==> config.mk <==
export PLATFORM = sky130hd
export DESIGN_NAME = mem_responder_flat
export DESIGN_NICKNAME = d
export VERILOG_FILES = /design/src/rtl/mem_responder_pkg.sv /design/src/rtl/mem_responder_if.sv /design/src/rtl/mem_responder_timer.sv /design/src/rtl/mem_responder.sv /design/src/flat_wrapper.sv
export SDC_FILE = /design/constraint.sdc
export NUM_CORES = 1
export LEC_CHECK = 0
export BUFFER_PORTS_ARGS = -buffer_cell sky130_fd_sc_hd__buf_2
export CAP_MARGIN = 20
export CORE_ASPECT_RATIO = 1.25
export CORE_MARGIN = 10
export CORE_UTILIZATION = 25
export CTS_CLUSTER_SIZE = 14
export DETAILED_ROUTE_END_ITERATION = 8
export PLACE_DENSITY = 0.59
export SLEW_MARGIN = 0
export SYNTH_ARGS = -nofsm -noshare
export SYNTH_HDL_FRONTEND = slang
export SYNTH_SLANG_ARGS = --single-unit
==> constraint.sdc <==
create_clock -name clk -period 4.6 [get_ports clk]
set_input_delay 0.92 -clock clk [delete_from_list [all_inputs] [get_ports clk]]
set_output_delay 0.92 -clock clk [all_outputs]
set_load 0.03 [all_outputs]
==> src/rtl/mem_responder_pkg.sv <==
// Shared types and constants for the memory responder.
// Imported by the interface, the timer and the top.
package mem_responder_pkg;

  localparam int PMA_W  = 22;
  localparam int DATA_W = 32;
  localparam int TMR_W  = 8;

  localparam int TIMEOUT_DEF = 255;

  localparam logic [DATA_W-1:0] NXM_DATA = 32'hFFFF_FFFF;

  typedef enum logic [1:0] {
    ST_IDLE = 2'd0,
    ST_BUS  = 2'd1,
    ST_DONE = 2'd2
  } state_t;

  // Write wins when both strobes are raised together.
  function automatic logic req_is_write(
    input logic rd,
    input logic wr
  );
    req_is_write = wr | (rd & wr);
  endfunction

endpackage

==> src/rtl/mem_responder_if.sv <==
// Processor-side and bus-side signals of the responder.
// The slave modport is the responder's view.
interface mem_responder_if;
  import mem_responder_pkg::*;

  logic              memrd;
  logic              memwr;
  logic [PMA_W-1:0]  pma;
  logic [DATA_W-1:0] md;
  logic              membusy;
  logic              memack;
  logic              loadmd;
  logic [DATA_W-1:0] mdout;
  logic              nxm;
  logic              bus_req;
  logic              bus_write;
  logic [PMA_W-1:0]  bus_addr;
  logic [DATA_W-1:0] bus_wdata;
  logic              bus_ack;
  logic [DATA_W-1:0] bus_rdata;

  modport master (
    output memrd,
    output memwr,
    output pma,
    output md,
    output bus_ack,
    output bus_rdata,
    input  membusy,
    input  memack,
    input  loadmd,
    input  mdout,
    input  nxm,
    input  bus_req,
    input  bus_write,
    input  bus_addr,
    input  bus_wdata
  );

  modport slave (
    input  memrd,
    input  memwr,
    input  pma,
    input  md,
    input  bus_ack,
    input  bus_rdata,
    output membusy,
    output memack,
    output loadmd,
    output mdout,
    output nxm,
    output bus_req,
    output bus_write,
    output bus_addr,
    output bus_wdata
  );

endinterface

==> src/rtl/mem_responder_timer.sv <==
// Bus-cycle watchdog: counts unanswered BUS cycles.
// expired flags the last allowed cycle, so the count never wraps.
module mem_timer
  import mem_responder_pkg::*;
#(
  parameter int TIMEOUT = TIMEOUT_DEF
) (
  input  logic clk,
  input  logic reset,
  input  logic clear,
  input  logic count,
  output logic expired
);

  localparam logic [TMR_W-1:0] LAST = TMR_W'(TIMEOUT - 1);

  logic [TMR_W-1:0] cnt;

  assign expired = count && (cnt == LAST);

  // Count waiting cycles; hold at the last value.
  always_ff @(posedge clk) begin
    if (reset || clear) begin
      cnt <= '0;
    end else if (count && !expired) begin
      cnt <= cnt + 1'b1;
    end
  end

endmodule

==> src/rtl/mem_responder.sv <==
// Single-outstanding memory responder: IDLE -> BUS -> DONE.
// Aborts with nxm when the bus never acknowledges.
module mem_responder
  import mem_responder_pkg::*;
#(
  parameter int TIMEOUT = TIMEOUT_DEF
) (
  input  logic           clk,
  input  logic           reset,
  mem_responder_if.slave mem
);

  state_t state;
  state_t state_nx;

  logic accept;
  logic count;
  logic expired;
  logic ack;

  logic              write_q;
  logic [PMA_W-1:0]  addr_q;
  logic [DATA_W-1:0] wdata_q;
  logic [DATA_W-1:0] rdata_q;
  logic              nxm_q;

  logic bus_req_c;
  logic busy_c;
  logic memack_c;
  logic loadmd_c;

  assign accept = (state == ST_IDLE)
                & (mem.memrd | mem.memwr);
  assign ack    = (state == ST_BUS) & mem.bus_ack;
  assign count  = (state == ST_BUS) & ~mem.bus_ack;

  mem_timer #(
    .TIMEOUT (TIMEOUT)
  ) u_timer (
    .clk     (clk),
    .reset   (reset),
    .clear   (accept),
    .count   (count),
    .expired (expired)
  );

  // State register.
  always_ff @(posedge clk) begin
    if (reset) begin
      state <= ST_IDLE;
    end else begin
      state <= state_nx;
    end
  end

  // Next-state: ack or timeout ends BUS; DONE lasts one cycle.
  always_comb begin
    state_nx = state;
    unique case (state)
      ST_IDLE: begin
        if (accept) state_nx = ST_BUS;
      end
      ST_BUS: begin
        if (ack || expired) state_nx = ST_DONE;
      end
      ST_DONE: begin
        state_nx = ST_IDLE;
      end
      default: begin
        state_nx = ST_IDLE;
      end
    endcase
  end

  // Handshake outputs decoded from the state.
  always_comb begin
    bus_req_c = 1'b0;
    busy_c    = 1'b0;
    memack_c  = 1'b0;
    loadmd_c  = 1'b0;
    unique case (state)
      ST_IDLE: begin
        busy_c = 1'b0;
      end
      ST_BUS: begin
        bus_req_c = 1'b1;
        busy_c    = 1'b1;
      end
      ST_DONE: begin
        busy_c   = 1'b1;
        memack_c = 1'b1;
        loadmd_c = ~write_q;
      end
      default: begin
        busy_c = 1'b0;
      end
    endcase
  end

  // Request capture at accept; frozen for the whole cycle.
  always_ff @(posedge clk) begin
    if (reset) begin
      write_q <= 1'b0;
      addr_q  <= '0;
      wdata_q <= '0;
    end else if (accept) begin
      write_q <= req_is_write(mem.memrd, mem.memwr);
      addr_q  <= mem.pma;
      wdata_q <= mem.md;
    end
  end

  // Completion status: read data and nxm flag.
  always_ff @(posedge clk) begin
    if (reset) begin
      rdata_q <= '0;
      nxm_q   <= 1'b0;
    end else if (accept) begin
      nxm_q <= 1'b0;
    end else if (ack) begin
      nxm_q <= 1'b0;
      if (!write_q) rdata_q <= mem.bus_rdata;
    end else if (expired) begin
      nxm_q <= 1'b1;
      if (!write_q) rdata_q <= NXM_DATA;
    end
  end

  assign mem.bus_req   = bus_req_c;
  assign mem.membusy   = busy_c;
  assign mem.memack    = memack_c;
  assign mem.loadmd    = loadmd_c;
  assign mem.nxm       = nxm_q;
  assign mem.mdout     = rdata_q;
  assign mem.bus_write = write_q;
  assign mem.bus_addr  = addr_q;
  assign mem.bus_wdata = wdata_q;

endmodule

==> src/flat_wrapper.sv <==
// flat-port wrapper written by rule: the top's interface ports become plain ports
module mem_responder_flat import mem_responder_pkg::*;
#(
  parameter int TIMEOUT = TIMEOUT_DEF
)
  (clk, reset, mem_memrd, mem_memwr, mem_pma, mem_md, mem_bus_ack, mem_bus_rdata, mem_membusy, mem_memack, mem_loadmd, mem_mdout, mem_nxm, mem_bus_req, mem_bus_write, mem_bus_addr, mem_bus_wdata);
  mem_responder_if mem_i ();
  input  logic clk;
  input  logic reset;
  input wire logic [$bits(mem_i.memrd)-1:0] mem_memrd;
  input wire logic [$bits(mem_i.memwr)-1:0] mem_memwr;
  input wire logic [$bits(mem_i.pma)-1:0] mem_pma;
  input wire logic [$bits(mem_i.md)-1:0] mem_md;
  input wire logic [$bits(mem_i.bus_ack)-1:0] mem_bus_ack;
  input wire logic [$bits(mem_i.bus_rdata)-1:0] mem_bus_rdata;
  output wire logic [$bits(mem_i.membusy)-1:0] mem_membusy;
  output wire logic [$bits(mem_i.memack)-1:0] mem_memack;
  output wire logic [$bits(mem_i.loadmd)-1:0] mem_loadmd;
  output wire logic [$bits(mem_i.mdout)-1:0] mem_mdout;
  output wire logic [$bits(mem_i.nxm)-1:0] mem_nxm;
  output wire logic [$bits(mem_i.bus_req)-1:0] mem_bus_req;
  output wire logic [$bits(mem_i.bus_write)-1:0] mem_bus_write;
  output wire logic [$bits(mem_i.bus_addr)-1:0] mem_bus_addr;
  output wire logic [$bits(mem_i.bus_wdata)-1:0] mem_bus_wdata;
  assign mem_i.memrd = mem_memrd;
  assign mem_i.memwr = mem_memwr;
  assign mem_i.pma = mem_pma;
  assign mem_i.md = mem_md;
  assign mem_i.bus_ack = mem_bus_ack;
  assign mem_i.bus_rdata = mem_bus_rdata;
  assign mem_membusy = mem_i.membusy;
  assign mem_memack = mem_i.memack;
  assign mem_loadmd = mem_i.loadmd;
  assign mem_mdout = mem_i.mdout;
  assign mem_nxm = mem_i.nxm;
  assign mem_bus_req = mem_i.bus_req;
  assign mem_bus_write = mem_i.bus_write;
  assign mem_bus_addr = mem_i.bus_addr;
  assign mem_bus_wdata = mem_i.bus_wdata;
  mem_responder #(.TIMEOUT(TIMEOUT)) u_core (.clk(clk), .reset(reset), .mem(mem_i));
endmodule
==> key figures, run 1 <==
Power and ir drop
  • Leakage power: between 2 and 2.5 nW
  • Maximum VDD drop: approximately 0.45 mV
  • Final Power: slightly below 0.003 W
  • Power density cells: 584 nW/um^2

Route
  • Total routed wirelength: around 11000 um
  • Vias: about 3.4k
  • DR iter-0 viols: around 170
  • Post-route ant nets: 0
  • Drt drc: 0
  • Routed len/inst: ~15 um
  • First-pass detailed-route iteration total: 4
  • Vias/cell: between 4 and 5

Cells and area
  • Antenna cells: 0
  • Final Non-Filler Cells: 740
  • Final Util: 0.350
  • Layout Area Growth over Synthesis: 38.9%
  • Most frequent cells in the layout: buf_2, nand2_1, dfxtp_1
  • Final Net Count: between 600 and 700
  • Most common cell after layout, fill and taps aside: buf_2
  • Area of the multi-input gates: between 1000 and 1500 um^2
  • Fraction of layout cells with a size suffix above 1: 0.423
  • FF/Latch Area: approximately 2000 um^2
  • Number of fill cells: 1490

Synth
  • Synth Flop Type: dfxtp_1
  • YS warnings: 0
  • #FFs+latches synth: a little under 100
  • Post-synth net total: 485
  • Post-synth ARST share: 0
  • Netlist cell types: 34
  • Number of enable flip-flop cells after synthesis: 0
  • Mapped Cells: just under 400
  • Post-synthesis sequential area ratio: 0.545
  • Mapped Area: around 3600 um^2
  • Avg Cell Area, Syn: 9.31 um^2

Critical path
  • FF-to-FF setup slack: between 2 and 2.5 ns
  • Critical Path End Type: flop
  • Required time of the worst setup path: approximately 4.8 ns
  • Crit path kind: reg2reg
  • Reg2reg path depth: 7
  • R2R Path End: u_core.mem.mdout[15]
  • Data arrival, critical path: 2.61 ns
  • CP Launch Type: flop
  • Largest fanout on the critical path: 22
  • Reg2reg start: u_core.state[1]

STA
  • Max Fclk: ~420 MHz
  • Slew Limit Fails: 0
  • Slew @ Worst Pin: ~0.63 ns
  • Setup violations, final: 0
  • Setup TNS: 0 ns
  • RSZ-0062 raised after global routing: no
  • Worst Clk Skew: slightly below 0.008 ns
  • Min Tclk post-route: 2.37 ns
  • Crit share post-route: 0.516
  • Hold Fails Final Rpt: 0
  • Hold_ws: between 0.4 and 0.5 ns
  • Worst slew margin: 0.578

Global routing
  • Total global-route track usage: 0.109
  • Pin count of the biggest net entering global routing: 57
  • Number of global-route vias before repair: 3432
  • Initial antenna violation count: 0
  • GR Overflow Total: 0
  • First-pass GRT wire length: between 15000 and 20000 um

CTS
  • Reg clk slew, reported paths: roughly 0.07 ns
  • Postcts setup bufs: 0
  • CTS resizes: 0
  • CTS Buf Count: 9
  • # hold bufs at CTS: 0
  • Sink Count: approximately 100
  • H-tree Lvls: 3
  • Deepest clock path buffer count: 2
  • TritonCTS clock tree: yes
  • Root Driver: clkbuf_16
  • Worst skew pair latency: between 0.3 and 0.4 ns

Die
  • Die W: approximately 130 um
  • Row count: 49
  • Top Ports: between 150 and 200
  • Starting Density: 0.252
  • Core ar.: 14300 um^2
  • Die height: 154 um
  • Die ar.: about 20000 um^2

Placement
  • Final RePlAce weighted congestion: between 0.7 and 0.8
  • Placed cell count: between 700 and 800
  • IO buf count: roughly 180
  • DP HPWL: just over 8000 um

Run
  • Max_cap viols: 0

Worst hold path
  • Hold Startpoint: u_core.mem.bus_addr[21]
  • Worst Hold Path Cells: 2
  • Hold Crit Endpoint: u_core.mem.bus_addr[21]
  • Hold Path Class: reg2reg

Outcome
  • Outcome: finished clean
layer usage:
metal  track usage  routed length, um  vias to the layer above
li1              -                  -                     1679
met1         0.129               4630                     1541
met2         0.162               4900                      137
met3        0.0520               1350                       11
met4        0.0521                194                        0
met5             0                  0                        -
Yosys cell counts, types with 3 or more instances:
master	count	share of area
buf_1	4	0.0042
buf_2	4	0.0056
o221a_2	30	0.094
a21oi_1	59	0.082
nand3_1	5	0.0069
inv_1	5	0.0052
nor2_1	9	0.0094
ha_1	7	0.024
buf_6	3	0.0094
clkbuf_1	15	0.016
nand2_1	115	0.12
xor2_1	4	0.0097
dfxtp_1	98	0.54
report_power, final:
| group | switching, W | internal (W) | total, W |
|---|---|---|---|
| clock | 0.000329 | 0.000478 | 0.000807 |
| sequential | 0.0000811 | 0.00100 | 0.00108 |
| combinational | 0.000711 | 0.000320 | 0.00103 |
worst max-delay path: stages, from the launching register on:
cell     delay (ns)
dfxtp_1        0.33
inv_1          0.13
ha_1           0.29
o21a_2         0.50
nor2_1         0.13
and3_1         0.37
buf_16         0.24
o221a_2        0.27
cells by family (layout without fill, tap and decap cells):
logic type | Yosys count | count (layout) | synth area share
compound gates | 103 | 103 | 0.206
flops | 98 | 98 | 0.545
simple gates | 138 | 138 | 0.160
xor+xnor | 5 | 5 | 0.0122
fa+ha+maj | 7 | 7 | 0.0243
buf+inv | 34 | 209 | 0.0472
mux | 2 | 2 | 0.00556
cell type report:
type / instances / area share
clock buffer: 10 / 0.0458
tap: 178 / 0.0445
clock inverter: 6 / 0.0178
timing repair buffer: 187 / 0.199
sequential: 98 / 0.392
inverter: 6 / 0.00450
multi-input combinational: 255 / 0.296
per-stage QoR:
step / setup slack [ns] / instance area (um^2)
2_1_floorplan: 2.42 / 3600
3_3_place_gp: 1.24 / 4620
3_5_place_dp: 1.12 / 4620
4_1_cts: 1.48 / 4930
5_1_grt: 2.08 / 5000
6_report: 2.23 / 5000
how the worst max path moves through the flow:
stage / depth (start not counted) / slack (ns) / endpoint / startpoint
global placement: 5 / 1.24 / u_core.mem.mdout[11] / mem_memwr
global route: 7 / 2.08 / u_core.mem.mdout[18] / u_core.state[1]
floorplan: 3 / 2.42 / mem_loadmd / u_core.state[0]
CTS: 6 / 1.48 / u_core.mem.mdout[31] / u_core.state[0]
detailed placement: 5 / 1.12 / u_core.mem.mdout[31] / mem_memwr
finish: 7 / 2.23 / u_core.mem.mdout[15] / u_core.state[1]
sequential cells by signal, summed over array words and instances (netlist names):
register              count
u_core.mem.bus_wdata     32
u_core.mem.mdout         32
u_core.mem.bus_addr      22
u_core.u_timer.cnt        8
u_core.state              2
u_core.mem.bus_write      1
u_core.mem.nxm            1
No activity file was read; power rests on OpenSTA's default activity.
==> run 2: changes to the inputs <==
==> constraint.sdc (replaced) <==
create_clock -name clk -period 2.21 [get_ports clk]
set_input_delay 0.442 -clock clk [delete_from_list [all_inputs] [get_ports clk]]
set_output_delay 0.442 -clock clk [all_outputs]
set_load 0.03 [all_outputs]
==> key figures, run 2 (synthesized netlist as in run 1, its figures left out) <==
Cells and area
  • Most common cell after layout, fill and taps aside: buf_2
  • Final Net Count: 657 (+0.31%)
  • Number of fill cells: 1472 (-1.2%)
  • Layout Area Growth over Synthesis: 37.9%
  • Final Non-Filler Cells: 742 (+0.27%)
  • Antenna cells: 0 (unchanged)
  • Post-route cell area: 4970 um^2 (-0.70%)
  • Fraction of layout cells with a size suffix above 1: 0.427 (+0.00382)
  • Most frequent cells in the layout: buf_2, nand2_1, dfxtp_1

Global routing
  • Number of global-route vias before repair: 3323 (-3.2%)
  • Total global-route track usage: 0.107 (-0.00194)
  • Pin count of the biggest net entering global routing: 55 (-3.5%)
  • First-pass GRT wire length: 17100 um (-2.6%)
  • GR Overflow Total: 0 (unchanged)
  • Initial antenna violation count: 0 (unchanged)

STA
  • Min Tclk post-route: 1.91 ns (-0.466 ns)
  • Worst slew margin: 0.647 (+0.0695)
  • Setup violations, final: 0 (unchanged)
  • Slew @ Worst Pin: 0.529 ns (-0.103 ns)
  • Max Fclk: 524 MHz (+24%)
  • Slew Limit Fails: 0 (unchanged)
  • Setup TNS: 0 ns (unchanged)
  • Crit share post-route: 0.864 (+0.348)
  • Hold Fails Final Rpt: 0 (unchanged)
  • RSZ-0062 raised after global routing: no
  • Worst Clk Skew: 0.00649 ns (-0.00132 ns)

CTS
  • Worst skew pair latency: 0.35 ns (about the same)
  • Sink Count: 98 (unchanged)
  • TritonCTS clock tree: yes
  • CTS Buf Count: 9 (unchanged)
  • Deepest clock path buffer count: 2 (unchanged)
  • H-tree Lvls: 3 (unchanged)
  • Reg clk slew, reported paths: 0.07 ns (about the same)
  • CTS resizes: 0 (unchanged)
  • Postcts setup bufs: 0 (unchanged)
  • Root Driver: clkbuf_16
  • # hold bufs at CTS: 0 (unchanged)

Critical path
  • Max stage delay on crit path: 0.39 ns (-0.11 ns)
  • Data arrival, critical path: 2.20 ns (-0.41 ns)
  • Required time of the worst setup path: 2.50 ns (-2.33 ns)
  • Critical path cell sequence: inv_1 > ha_1 > o21a_2 > nor2_1 > and3_1 > buf_4 > o221a_2
  • CP Launch Type: flop
  • Largest fanout on the critical path: 32 (+45%)
  • Critical Path End Type: flop
  • Crit path buf inv count: 2 (unchanged)
  • Critical Path Slowest Stage Cell: dfxtp_1
  • Crit path kind: reg2reg
  • Critical path's top delay family: buffers and inverters

Placement
  • Placed cell count: 726 (+0.69%)
  • IO buf count: 182 (unchanged)
  • DP HPWL: 8170 um (-0.87%)
  • Placed Area: 4670 um^2 (+1.1%)
  • Final RePlAce weighted congestion: 0.775 (+0.10%)

Route
  • Vias/cell: 4.56 (+0.17%)
  • First-pass detailed-route iteration total: 4 (unchanged)
  • DR iter-0 viols: 157 (-6.0%)
  • Post-route ant nets: 0 (unchanged)
  • Vias: 3383 (+0.45%)
  • Routed len/inst: 14.7 um (-2.0%)
  • Total routed wirelength: 10900 um (-1.7%)
  • Drt drc: 0 (unchanged)

Die
  • Die height: 154 um (unchanged)
  • Core ar.: 14300 um^2 (unchanged)
  • Starting Density: 0.252 (unchanged)
  • Row count: 49 (unchanged)
  • Die W: 127 um (unchanged)
  • Top Ports: 183 (unchanged)
  • Die ar.: 19600 um^2 (unchanged)

Run
  • Max_cap viols: 0 (unchanged)

Power and ir drop
  • Maximum VDD drop: 0.514 mV (+14%)
  • Leakage power: 2.35 nW (-0.31%)
  • Power density cells: 1200 nW/um^2 (+110%)

Worst hold path
  • Hold Path Class: in2reg

Outcome
  • Outcome: finished clean
## run 2: changes by cell type in the layout (fill, tap and decap cells not counted)
cell	change
clkinv_2	+1
buf_16	-2
clkbuf_8	+1
buf_8	-1
buf_4	+4
bufinv_16	-1
clkbuf_1	-1
buf_12	+1
## run 2: final timing paths
kind                                                from                        to  slack, ns  cells after the start
worst max-delay path                     u_core.state[0]      u_core.mem.mdout[15]       0.30                      7
worst min-delay path                         mem_pma[13]   u_core.mem.bus_addr[13]       0.32                      3
worst max register to register           u_core.state[0]      u_core.mem.mdout[15]       0.30                      7
worst min register to register  u_core.mem.bus_wdata[22]  u_core.mem.bus_wdata[22]       0.45                      2
## run 2: worst reg2reg max path, delay by kind of cell (launching register included)
| kind | cells | cell delay (ns) |
|---|---|---|
| AO/OA/AOI/OAI | 2 | 0.40 |
| buffers and inverters | 2 | 0.41 |
| AND/OR/NAND/NOR | 2 | 0.38 |
| adder cells (fa/ha/maj) | 1 | 0.27 |
| flip-flops | 1 | 0.39 |
## run 2: cell type report
class	instances	area (um^2)	area share
clock buffer	10	239	0.0481
clock inverter	6	63.8	0.0128
inverter	6	22.5	0.00453
multi-input combinational	255	1480	0.298
sequential	98	1960	0.395
tap	178	223	0.0448
timing repair buffer	189	976	0.196
## run 2: where the power goes
part           switching (W)  leakage (nW)  internal (W)
combinational        0.00146          1.41      0.000641
clock               0.000689         0.145      0.000908
sequential          0.000162         0.802       0.00208
## run 2: routing by layer
metal	track usage	up-vias	routed length [um]
met5	0	-	0
met2	0.157	144	4770
met4	0.0538	0	175
met3	0.0523	11	1180
met1	0.127	1546	4760
li1	-	1682	-
## run 2: stage by stage
step	hold slack, ns	setup WS, ns	power [W]	util
2_1_floorplan	0.451	0.381	0.00377	-
3_3_place_gp	0.439	0.401	0.00437	0.327
3_5_place_dp	0.443	0.328	0.00442	0.327
4_1_cts	0.303	0.302	0.00605	0.348
5_1_grt	0.306	0.168	0.00633	0.348
6_report	0.321	0.301	0.00595	0.348
